--- src/rtl/i2s_slave_transmitter_if.sv ---
`default_nettype none
// ============================================================================
// Module      : i2s_slave_transmitter_if
// Description : Bus bundle for the I2S slave transmitter. Carries the external
//               I2S clocks, the run enable, the PCM frame strobes/samples and
//               the serial data plus status outputs.
//               master modport : the side feeding frames and clocks
//               slave  modport : the transmitter itself
// Ports       : audio_en, bclk, lrclk, l_data_en, r_data_en, l_data, r_data
//               (master -> slave); s_data, frame_stb, fifo_level, underflow,
//               overflow (slave -> master)
// Revision    : 1.0 - initial release
// ============================================================================
interface i2s_slave_transmitter_if #(
    parameter int DATA_W     = 24,
    parameter int FIFO_DEPTH = 4
);
    localparam int C_LVL_W = $clog2(FIFO_DEPTH) + 1;

    logic              audio_en;
    logic              bclk;
    logic              lrclk;
    logic              l_data_en;
    logic              r_data_en;
    logic [DATA_W-1:0] l_data;
    logic [DATA_W-1:0] r_data;
    logic              s_data;
    logic              frame_stb;
    logic [C_LVL_W-1:0] fifo_level;
    logic              underflow;
    logic              overflow;

    modport master (
        output audio_en, bclk, lrclk, l_data_en, r_data_en, l_data, r_data,
        input  s_data, frame_stb, fifo_level, underflow, overflow
    );

    modport slave (
        input  audio_en, bclk, lrclk, l_data_en, r_data_en, l_data, r_data,
        output s_data, frame_stb, fifo_level, underflow, overflow
    );
endinterface
`default_nettype wire

--- src/rtl/i2s_slave_transmitter.sv ---
`default_nettype none
// ============================================================================
// Module      : i2s_slave_transmitter
// Description : I2S transmitter running as a clock slave. bclk/lrclk come from
//               an external master and are synchronised into clk. Stereo PCM
//               frames are buffered in a small FIFO and shifted out MSB-first
//               with the standard one-bclk delay after every lrclk edge.
// Ports       : clk   - system clock (>= 8x bclk)
//               reset - asynchronous, active-high reset
//               bus   - i2s_slave_transmitter_if.slave (clocks, frame input,
//                       serial data and status outputs)
// Options     : I2S_TX_UNDERFLOW_REPEAT_EN - when defined, an empty FIFO at a
//               left-slot start resends the last transmitted frame instead of
//               zeros.
// Revision    : 1.0 - initial release
// ============================================================================
module i2s_slave_transmitter #(
    parameter int DATA_W      = 24,
    parameter int FIFO_DEPTH  = 4,
    parameter int SYNC_STAGES = 2
) (
    input  wire logic             clk,
    input  wire logic             reset,
    i2s_slave_transmitter_if.slave bus
);
    localparam int C_LVL_W = $clog2(FIFO_DEPTH) + 1;
    localparam int C_PTR_W = $clog2(FIFO_DEPTH);
    localparam int C_CNT_W = $clog2(DATA_W + 1);

    typedef enum logic [1:0] {
        ST_IDLE      = 2'd0,
        ST_WAIT_LEFT = 2'd1,
        ST_RUN       = 2'd2
    } state_t;

    state_t r_state;
    state_t w_state_nxt;

    // Clock capture
    logic [SYNC_STAGES-1:0] r_bclk_sync;
    logic [SYNC_STAGES-1:0] r_lrclk_sync;
    logic                   r_bclk_d;
    logic                   r_lr_prev;

    // FIFO
    logic [2*DATA_W-1:0] r_mem [FIFO_DEPTH];
    logic [C_PTR_W-1:0]  r_wptr;
    logic [C_PTR_W-1:0]  r_rptr;
    logic [C_LVL_W-1:0]  r_level;

    // Datapath
    logic [DATA_W-1:0]   r_l_stage;
    logic [DATA_W-1:0]   r_shifter;
    logic [DATA_W-1:0]   r_hold;
    logic [C_CNT_W-1:0]  r_bit_cnt;
    logic                r_s_data;
    logic                r_frame_stb;
    logic                r_underflow;
    logic                r_overflow;
`ifdef I2S_TX_UNDERFLOW_REPEAT_EN
    logic [2*DATA_W-1:0] r_last;
`endif

    logic                w_bclk_s;
    logic                w_lr_s;
    logic                w_fall;
    logic                w_left_edge;
    logic                w_right_edge;
    logic                w_empty;
    logic                w_full;
    logic                w_push_req;
    logic                w_push;
    logic                w_pop;
    logic                w_left_start;
    logic                w_right_start;
    logic                w_shift;
    logic [2*DATA_W-1:0] w_push_frame;
    logic [2*DATA_W-1:0] w_rd_frame;

    assign w_bclk_s     = r_bclk_sync[SYNC_STAGES-1];
    assign w_lr_s       = r_lrclk_sync[SYNC_STAGES-1];
    assign w_fall       = r_bclk_d & ~w_bclk_s;
    // lrclk is only meaningful at bclk falling edges; compare against the
    // value seen at the previous fall to find slot boundaries.
    assign w_left_edge  = w_fall &  r_lr_prev & ~w_lr_s;
    assign w_right_edge = w_fall & ~r_lr_prev &  w_lr_s;

    assign w_empty      = (r_level == '0);
    assign w_full       = (r_level == C_LVL_W'(FIFO_DEPTH));
    assign w_push_req   = bus.audio_en & bus.r_data_en;
    assign w_push       = w_push_req & ~w_full;
    assign w_pop        = w_left_start & ~w_empty;
    // A left sample arriving with the right one takes priority over staging.
    assign w_push_frame = {(bus.l_data_en ? bus.l_data : r_l_stage), bus.r_data};
    assign w_rd_frame   = r_mem[r_rptr];

    // Synchronisers and edge history run regardless of audio_en so that the
    // first edge after re-enable is classified correctly.
    always_ff @(posedge clk or posedge reset) begin
        if (reset) begin
            r_bclk_sync  <= '0;
            r_lrclk_sync <= '0;
            r_bclk_d     <= 1'b0;
            r_lr_prev    <= 1'b0;
        end else begin
            r_bclk_sync[0]  <= bus.bclk;
            r_lrclk_sync[0] <= bus.lrclk;
            for (int i = 1; i < SYNC_STAGES; i++) begin
                r_bclk_sync[i]  <= r_bclk_sync[i-1];
                r_lrclk_sync[i] <= r_lrclk_sync[i-1];
            end
            r_bclk_d <= w_bclk_s;
            if (w_fall) begin
                r_lr_prev <= w_lr_s;
            end
        end
    end

    always_ff @(posedge clk or posedge reset) begin
        if (reset) begin
            r_state <= ST_IDLE;
        end else begin
            r_state <= w_state_nxt;
        end
    end

    always_comb begin
        w_state_nxt   = r_state;
        w_left_start  = 1'b0;
        w_right_start = 1'b0;
        w_shift       = 1'b0;
        case (r_state)
            ST_IDLE: begin
                if (bus.audio_en) begin
                    w_state_nxt = ST_WAIT_LEFT;
                end
            end
            ST_WAIT_LEFT: begin
                if (!bus.audio_en) begin
                    w_state_nxt = ST_IDLE;
                end else if (w_left_edge) begin
                    w_state_nxt  = ST_RUN;
                    w_left_start = 1'b1;
                end
            end
            ST_RUN: begin
                if (!bus.audio_en) begin
                    w_state_nxt = ST_IDLE;
                end else if (w_left_edge) begin
                    w_left_start = 1'b1;
                end else if (w_right_edge) begin
                    w_right_start = 1'b1;
                end else if (w_fall) begin
                    w_shift = 1'b1;
                end
            end
            default: w_state_nxt = ST_IDLE;
        endcase
    end

    always_ff @(posedge clk) begin
        if (w_push) begin
            r_mem[r_wptr] <= w_push_frame;
        end
    end

    always_ff @(posedge clk or posedge reset) begin
        if (reset) begin
            r_s_data    <= 1'b0;
            r_frame_stb <= 1'b0;
            r_underflow <= 1'b0;
            r_overflow  <= 1'b0;
            r_l_stage   <= '0;
            r_shifter   <= '0;
            r_hold      <= '0;
            r_bit_cnt   <= '0;
            r_level     <= '0;
            r_wptr      <= '0;
            r_rptr      <= '0;
`ifdef I2S_TX_UNDERFLOW_REPEAT_EN
            r_last      <= '0;
`endif
        end else if (!bus.audio_en) begin
            // Disabled: flush everything and hold the line low.
            r_s_data    <= 1'b0;
            r_frame_stb <= 1'b0;
            r_underflow <= 1'b0;
            r_overflow  <= 1'b0;
            r_l_stage   <= '0;
            r_shifter   <= '0;
            r_hold      <= '0;
            r_bit_cnt   <= '0;
            r_level     <= '0;
            r_wptr      <= '0;
            r_rptr      <= '0;
`ifdef I2S_TX_UNDERFLOW_REPEAT_EN
            r_last      <= '0;
`endif
        end else begin
            r_frame_stb <= w_pop;
            if (bus.l_data_en) begin
                r_l_stage <= bus.l_data;
            end
            if (w_push) begin
                r_wptr <= r_wptr + C_PTR_W'(1);
            end
            if (w_pop) begin
                r_rptr <= r_rptr + C_PTR_W'(1);
            end
            if (w_push && !w_pop) begin
                r_level <= r_level + C_LVL_W'(1);
            end else if (!w_push && w_pop) begin
                r_level <= r_level - C_LVL_W'(1);
            end
            if (w_push_req && w_full) begin
                r_overflow <= 1'b1;
            end

            if (w_left_start) begin
                // The lrclk-edge bit itself is the I2S one-bit delay slot.
                r_bit_cnt <= '0;
                r_s_data  <= 1'b0;
                if (w_pop) begin
                    r_shifter <= w_rd_frame[2*DATA_W-1:DATA_W];
                    r_hold    <= w_rd_frame[DATA_W-1:0];
`ifdef I2S_TX_UNDERFLOW_REPEAT_EN
                    r_last    <= w_rd_frame;
`endif
                end else begin
                    r_underflow <= 1'b1;
`ifdef I2S_TX_UNDERFLOW_REPEAT_EN
                    r_shifter   <= r_last[2*DATA_W-1:DATA_W];
                    r_hold      <= r_last[DATA_W-1:0];
`else
                    r_shifter   <= '0;
                    r_hold      <= '0;
`endif
                end
            end else if (w_right_start) begin
                r_shifter <= r_hold;
                r_bit_cnt <= '0;
                r_s_data  <= 1'b0;
            end else if (w_shift) begin
                if (r_bit_cnt < C_CNT_W'(DATA_W)) begin
                    r_s_data  <= r_shifter[DATA_W-1];
                    r_shifter <= {r_shifter[DATA_W-2:0], 1'b0};
                    r_bit_cnt <= r_bit_cnt + C_CNT_W'(1);
                end else begin
                    r_s_data <= 1'b0;
                end
            end
        end
    end

    assign bus.s_data     = r_s_data;
    assign bus.frame_stb  = r_frame_stb;
    assign bus.fifo_level = r_level;
    assign bus.underflow  = r_underflow;
    assign bus.overflow   = r_overflow;

endmodule
`default_nettype wire

--- src/flat_wrapper.sv ---
// flat-port wrapper written by rule: the top's interface ports become plain ports
module i2s_slave_transmitter_flat 
#(
    parameter int DATA_W      = 24,
    parameter int FIFO_DEPTH  = 4,
    parameter int SYNC_STAGES = 2
)
  (clk, reset, bus_audio_en, bus_bclk, bus_lrclk, bus_l_data_en, bus_r_data_en, bus_l_data, bus_r_data, bus_s_data, bus_frame_stb, bus_fifo_level, bus_underflow, bus_overflow);
  i2s_slave_transmitter_if #(.DATA_W(DATA_W), .FIFO_DEPTH(FIFO_DEPTH)) bus_i ();
  input  wire logic clk;
  input  wire logic reset;
  input wire logic [$bits(bus_i.audio_en)-1:0] bus_audio_en;
  input wire logic [$bits(bus_i.bclk)-1:0] bus_bclk;
  input wire logic [$bits(bus_i.lrclk)-1:0] bus_lrclk;
  input wire logic [$bits(bus_i.l_data_en)-1:0] bus_l_data_en;
  input wire logic [$bits(bus_i.r_data_en)-1:0] bus_r_data_en;
  input wire logic [$bits(bus_i.l_data)-1:0] bus_l_data;
  input wire logic [$bits(bus_i.r_data)-1:0] bus_r_data;
  output wire logic [$bits(bus_i.s_data)-1:0] bus_s_data;
  output wire logic [$bits(bus_i.frame_stb)-1:0] bus_frame_stb;
  output wire logic [$bits(bus_i.fifo_level)-1:0] bus_fifo_level;
  output wire logic [$bits(bus_i.underflow)-1:0] bus_underflow;
  output wire logic [$bits(bus_i.overflow)-1:0] bus_overflow;
  assign bus_i.audio_en = bus_audio_en;
  assign bus_i.bclk = bus_bclk;
  assign bus_i.lrclk = bus_lrclk;
  assign bus_i.l_data_en = bus_l_data_en;
  assign bus_i.r_data_en = bus_r_data_en;
  assign bus_i.l_data = bus_l_data;
  assign bus_i.r_data = bus_r_data;
  assign bus_s_data = bus_i.s_data;
  assign bus_frame_stb = bus_i.frame_stb;
  assign bus_fifo_level = bus_i.fifo_level;
  assign bus_underflow = bus_i.underflow;
  assign bus_overflow = bus_i.overflow;
  i2s_slave_transmitter #(.DATA_W(DATA_W), .FIFO_DEPTH(FIFO_DEPTH), .SYNC_STAGES(SYNC_STAGES)) u_core (.clk(clk), .reset(reset), .bus(bus_i));
endmodule
--- config.mk ---
export PLATFORM = sky130hd
export DESIGN_NAME = i2s_slave_transmitter_flat
export DESIGN_NICKNAME = d
export VERILOG_FILES = /design/src/rtl/i2s_slave_transmitter_if.sv /design/src/rtl/i2s_slave_transmitter.sv /design/src/flat_wrapper.sv
export SDC_FILE = /design/constraint.sdc
export NUM_CORES = 1
export LEC_CHECK = 0
export BUFFER_PORTS_ARGS = -buffer_cell sky130_fd_sc_hd__buf_2
export CAP_MARGIN = 10
export CORE_ASPECT_RATIO = 2
export CORE_MARGIN = 2
export CORE_UTILIZATION = 61
export DETAILED_ROUTE_END_ITERATION = 8
export PLACE_DENSITY = 0.87
export SLEW_MARGIN = 5
export SYNTH_ARGS = -nofsm -noshare
export SYNTH_HDL_FRONTEND = slang
export SYNTH_SLANG_ARGS = --single-unit
--- constraint.sdc ---
create_clock -name clk -period 4.7 [get_ports clk]
set_clock_uncertainty 0.2 [all_clocks]
set_input_delay 0.235 -clock clk [delete_from_list [all_inputs] [get_ports clk]]
set_output_delay 0.235 -clock clk [all_outputs]
set_load 0.02 [all_outputs]
Yosys cells after proc, flatten, opt, wreduce, memory -nomap -nowiden
Memories as Yosys holds them, arrays and structs flattened.
Cells that the tools add are included.
Storage, ports and cells
  flip-flop bits (word level): 96
  memory bits (writable): 192
  input bits: 55
  output and inout bits: 7
  memories: 1
Memory list
  u_core.r_mem: depth 4, bits a word 48, rd ports 1, clocked after memory_dff 0, write ports 1, RTL line i2s_slave_transmitter.sv:46  | logic [2*DATA_W-1:0] r_mem [FIFO_DEPTH];
Operators by class
  add/sub/neg operators: 5
  magnitude comparators: 1
  equal/unequal tests: 14
  multiplexer cells: 53
  bitwise operators: 13
  reduce and logical (&&, ||, !) cells: 11
Operators with widths (count)
  two-way mux 24 bit: 11
  two-way mux 1 bit: 25
  two-way mux 5 bit: 5
  two-way mux 2 bit: 8
  two-way mux 3 bit: 3
  bitwise AND 1 bit: 8
  inequality test 2 x 1 -> 1 bit (second input constant): 4
  inequality test 4 x 1 -> 1 bit (second input constant): 2
  inequality test 2 bit (second input constant): 3
  one-hot mux 2 bit (3 select lines): 1
  adder 5 x 1 -> 5 bit (second input constant): 1
  < comparator 5 bit (second input constant): 1
  NOT 1 bit: 5
  adder 2 x 1 -> 2 bit (second input constant): 2
  AND reduction 2 bit: 2
  adder 3 x 1 -> 3 bit (second input constant): 1
  == test 3 bit (second input constant): 1
  logical AND 1 bit: 3
  logical NOT 3 bit: 1
  inequality test 3 x 1 -> 1 bit (second input constant): 1
  inequality test 3 x 2 -> 1 bit (second input constant): 1
  AND reduction 3 bit: 1
  subtractor 3 x 1 -> 3 bit (second input constant): 1
  == test 2 x 1 -> 1 bit (second input constant): 1
  other kinds (4): 5

Logic depth before layout (Yosys ltp)
  depth after elaboration: 12
  mapped depth: 12
  gate-level depth less buffers: 9

Least setup slack after synthesis
Ideal clock, no wire load.
  path type: register to register
  from: register u_core.r_level[2] (netlist: u_core.bus.fifo_level[2])
  to: memory u_core.r_mem[0][0] in the netlist's numbering, enable pin
  data arrival time: 2987 ps
  setup slack: 1059 ps
  stages on the path, launching flop included: 4
  path buffers: 0
  clock period less this slack: 3641 ps
  cell sequence: dfrtp_1 or3b_2 nand3_1 nor2_1
On the way
  word-level cells in the longest chain between the ends: 5
Ends and longest elaborated chain
  start, declared: RTL line i2s_slave_transmitter.sv:49  | logic [C_LVL_W-1:0] r_level;
  start signal, assigned: RTL line i2s_slave_transmitter.sv:211  | r_level <= r_level + C_LVL_W'(1);
  start signal, assigned: RTL line i2s_slave_transmitter.sv:213  | r_level <= r_level - C_LVL_W'(1);
  == test 3 bit: RTL line i2s_slave_transmitter.sv:89  | assign w_full = (r_level == C_LVL_W'(FIFO_DEPTH));
  NOT 1 bit: RTL line i2s_slave_transmitter.sv:91  | assign w_push = w_push_req & ~w_full;
  bitwise AND 1 bit: RTL line i2s_slave_transmitter.sv:91
  two-way mux 1 bit: RTL line i2s_slave_transmitter.sv:162  | if (w_push) begin
  two-way mux 1 bit (not written as such): RTL line i2s_slave_transmitter.sv:163  | r_mem[r_wptr] <= w_push_frame;
  end, declared: RTL line i2s_slave_transmitter.sv:46
Every way passes these cells.

Worst setup path in the final report
  from: register u_core.r_state[1]
  to: register u_core.r_level[2] (netlist: u_core.bus.fifo_level[2])
On the way
  word-level cells in the longest chain between the ends: 8
  elaborated cells on any way between the ends: 11
Ends and longest elaborated chain
  start, declared: RTL line i2s_slave_transmitter.sv:36  | state_t r_state;
  start signal, assigned: RTL line i2s_slave_transmitter.sv:123  | r_state <= w_state_nxt;
  == test 2 x 1 -> 1 bit / == test 2 bit (equally long branches): RTL line i2s_slave_transmitter.sv:132  | case (r_state)
  OR reduction 2 bit (no line) *
  two-way mux 1 bit *
  bitwise AND 1 bit *: RTL line i2s_slave_transmitter.sv:92  | assign w_pop = w_left_start & ~w_empty;
  logical NOT 1 bit: RTL line i2s_slave_transmitter.sv:210  | if (w_push && !w_pop) begin
  logical AND 1 bit: RTL line i2s_slave_transmitter.sv:210
  two-way mux 3 bit: RTL line i2s_slave_transmitter.sv:210
  two-way mux 3 bit: RTL line i2s_slave_transmitter.sv:183  | end else if (!bus.audio_en) begin
Every way passes the cells marked *; elsewhere a longest branch is shown, timed or not.
A chain may end at the register's enable or synchronous reset.

==> summary.log <==
INFO  setup_path     worst-endpoint-arrival=3.51ns
INFO  placed_design  port-buffer-count=61
INFO  die            fp.dieW=101.9um
INFO  sta            final_hold_violation_count=0
INFO  grt            grt_first_pass_wirelength=41.83mm
INFO  routing        antenna_left=0
INFO  synthesis      dominant_combinational_cell_family_by_area_after_synthesis=multiplexers
INFO  grt            overflow=0
INFO  sta            finalSetupViolCount=0
INFO  routing        detail_route.drc_violations=0
INFO  min_path       hold_path_cell_cnt=2
INFO  routing        vias_per_instance=6.391
INFO  status         run_status=finished, final reports clean
INFO  pwr            report.power.total=5.409mW
INFO  die            initial_cell_density_of_the_core=62.14%
INFO  synthesis      postSynthAreaPerCell=16.44squm
INFO  synthesis      synthesis.nets=776
INFO  setup_path     regToRegEndpoint=u_core.bus.fifo_level[2]
INFO  setup_path     cp_max_fo=53
INFO  synthesis      synth_top_cells_by_count=edfxtp_1, dfrtp_1, mux4_2, nand2_1
INFO  clock_network  cts_tree=built
INFO  sta            timing_max_transition_violations_final=0
INFO  clock_network  clock_sink_total=288
INFO  setup_path     cp-start-kind=flop
INFO  clock_network  cts_root_buf=clkbuf_16
INFO  min_path       timing.hold.worst_endpoint=u_core.r_bclk_sync[0]
INFO  cells_and_area fillCellCount=1155
INFO  synthesis      synth_compound_gate_area_share=8.318%
INFO  setup_path     register_to_register_setup_slack=1.41ns
INFO  sta            timing.final.crit_share=70.01%
INFO  cells_and_area antenna_cells_inserted=0
INFO  synthesis      synthFlopType=edfxtp_1
INFO  synthesis      post_synth_and_or_nand_nor_area_fraction=5.709%
INFO  sta            finalCriticalPeriod=3.291ns
INFO  die            floorplan.die.height=199.9um
INFO  setup_path     worst_r2r_path_depth=10
INFO  routing        wirelength=26.80mm
INFO  grt            grtUsageTotal=27.74%
INFO  die            number_of_primary_i_o_pins=62
INFO  min_path       hold_path.class=input pin to flop
INFO  synthesis      yosys.cell_types.count=50
INFO  synthesis      synthDominantAreaCellType=edfxtp_1
INFO  placed_design  finalWeightedCongestion=0.8254
INFO  min_path       hold_path_start=bus_bclk
INFO  synthesis      synth.top_cells.by_area=edfxtp_1, dfrtp_1, mux4_2
INFO  die            rows=71
INFO  clock_network  cts_resized=0
INFO  synthesis      muxShareOfSynthArea=11.91%
INFO  sta            rsz_0062_raised_after_global_routing=no
INFO  setup_path     crit_type=flop to flop
INFO  synthesis      synth_seq_area_share=69.80%
INFO  cells_and_area layout.cell_area.non_filler=13600squm
INFO  grt            first_global_vias=7386
INFO  routing        total_number_of_vias=6973
INFO  clock_network  ctsLongestPathBuffers=3
INFO  sta            max_freq=0.3039GHz
INFO  clock_network  cts_hold_buf=53
INFO  setup_path     cp.required=4.91ns
INFO  flow_run       drv_cap=0
INFO  setup_path     timing.critical_path.to_type=flop
INFO  clock_network  clk_latency=0.54ns
INFO  grt            grt_antenna_before_repair=0
INFO  clock_network  cts.reportedPaths.clkPinSlew=0.07ns
INFO  synthesis      synth-edff-count=192
INFO  placed_design  pre_cts_ws=1.466ns
INFO  synthesis      synth.top_cell.area_share=49.27%
INFO  sta            worst_hold_slack=0.1419ns
INFO  routing        avgRoutedWirePerCell=24.56um
INFO  routing        drt-initial-drc-count=647
INFO  sta            worst_slew_slack_as_a_fraction_of_its_limit=32.62%
INFO  sta            setup_tns_after_final_layout=0ns
INFO  die            floorplan.die_area=20380squm
INFO  pwr            power-per-cell-area=397.7nW/um^2
INFO  die            design.core.area=18830squm
INFO  routing        first_pass_iters=6
INFO  synthesis      synth-seq-cells=288
INFO  sta            final.setup.worst_slack=1.409ns
INFO  synthesis      ys_warn_count=0
INFO  placed_design  placedInstanceArea=12250squm
INFO  synthesis      synth_adder_area_share=1.026%
INFO  setup_path     reg2reg_from=u_core.r_state[1]
INFO  cells_and_area layout-area-overhead-vs-synth=16.24%
INFO  synthesis      post_synth_xor_area_fraction=0.6736%
INFO  cells_and_area post_route_cells_drive_above_1_share=24.16%
INFO  sta            timing_worst_slew_pin_value=1.008ns
INFO  synthesis      post-synth-top-count-cell=edfxtp_1
INFO  clock_network  cts_buffers=24
INFO  clock_network  post_cts_buffers=0
INFO  pwr            ir_drop=0.3722mV
INFO  clock_network  cts_htree_levels=1
INFO  pwr            power.leakage=5.034nW
INFO  placed_design  place_hpwl=15.24mm
INFO  grt            grt_max_degree=65
INFO  cells_and_area nNetsFinal=882
INFO  synthesis      synth_async_sr_flop_share=33.33%
INFO  synthesis      postSynthCellCount=712
INFO  synthesis      post_synth_instance_area=11700squm
## logic make-up after synthesis
family | after synthesis
flops | 288
fa+ha+maj | 9
compound gates | 137
simple gates | 126
xor+xnor | 9
mux | 76
buf+inv | 67
## worst max path at each step
| stage | start | end | slack [ns] |
|---|---|---|---|
| after floorplan | u_core.bus.fifo_level[2] | u_core.r_mem[0][0] | 1.06 |
| after global placement | u_core.r_state[1] | u_core.bus.fifo_level[2] | 1.65 |
| after global routing | u_core.r_state[1] | u_core.bus.fifo_level[2] | 1.24 |
| final | u_core.r_state[1] | u_core.bus.fifo_level[2] | 1.41 |
| after detailed placement | u_core.r_state[1] | u_core.bus.fifo_level[2] | 1.47 |
| after CTS | u_core.r_state[1] | u_core.bus.fifo_level[2] | 1.44 |
## cell usage in the layout, fill, tap and decap left out, drive strengths merged, types with 8 or more instances in the layout
master | netlist | layout
buf | 25 | 79
a22o | 24 | 24
mux2 | 26 | 26
edfxtp | 192 | 192
dlygate4sd3 | 0 | 53
o21ai | 27 | 27
dfrtp | 96 | 96
nor2 | 13 | 13
nand3 | 28 | 28
a21o | 24 | 24
nand2 | 32 | 32
o31ai | 23 | 23
and2 | 29 | 29
mux4 | 48 | 48
ha | 8 | 8
a31oi | 25 | 25
clkbuf | 27 | 31
inv | 15 | 16
## layer usage
layer | wire length (um) | global-route usage (%)
met5 | 0 | 0
met2 | 14590 | 48.44
met1 | 9016 | 32.79
met4 | 1744 | 15.75
met3 | 1447 | 3.482
## worst max-delay path, cell delays in order (launching register included)
cell       delay (ns)
dfrtp_1          0.40
inv_1            0.10
ha_1             0.35
and2_1           0.27
and3_2           0.21
buf_4            0.46
nor2_1           0.14
fa_1             0.48
a311o_1          0.31
o2111ai_1        0.16
a221oi_2         0.06
## metrics by stage
step | utilization (%) | std cells
floorplan | - | 712
finish | 72.23 | 1091
detailed placement | 65.07 | 994
global placement | 65.07 | 994
global route | 72.23 | 1091
CTS | 72.23 | 1091
## sequential cells by signal, summed over array words and instances (netlist names), 2 cells and up
name / flops
u_core.bus.fifo_level: 3
u_core.r_shifter: 24
u_core.r_hold: 24
u_core.r_wptr: 2
u_core.r_bit_cnt: 5
u_core.r_bclk_sync: 2
u_core.r_lrclk_sync: 2
u_core.r_mem: 192
u_core.r_l_stage: 24
u_core.r_state: 2
u_core.r_rptr: 2
## final cells by class
class	count	area (sq um)	area share (%)
inverters	15	58.81	0.4323
well taps	255	319.1	2.345
clock buffers	31	669.4	4.921
repair buffers	132	970.9	7.138
multi-input cells	357	3266	24.01
clock inverters	13	148.9	1.095
flip-flops and latches	288	8170	60.06
## where the power goes
part           internal, mW  total [mW]  switching (mW)
Combinational         0.186       0.452           0.266
Clock                  1.18        2.08           0.900
Sequential             2.83        2.88          0.0540
(Power assumes the default switching activity.)
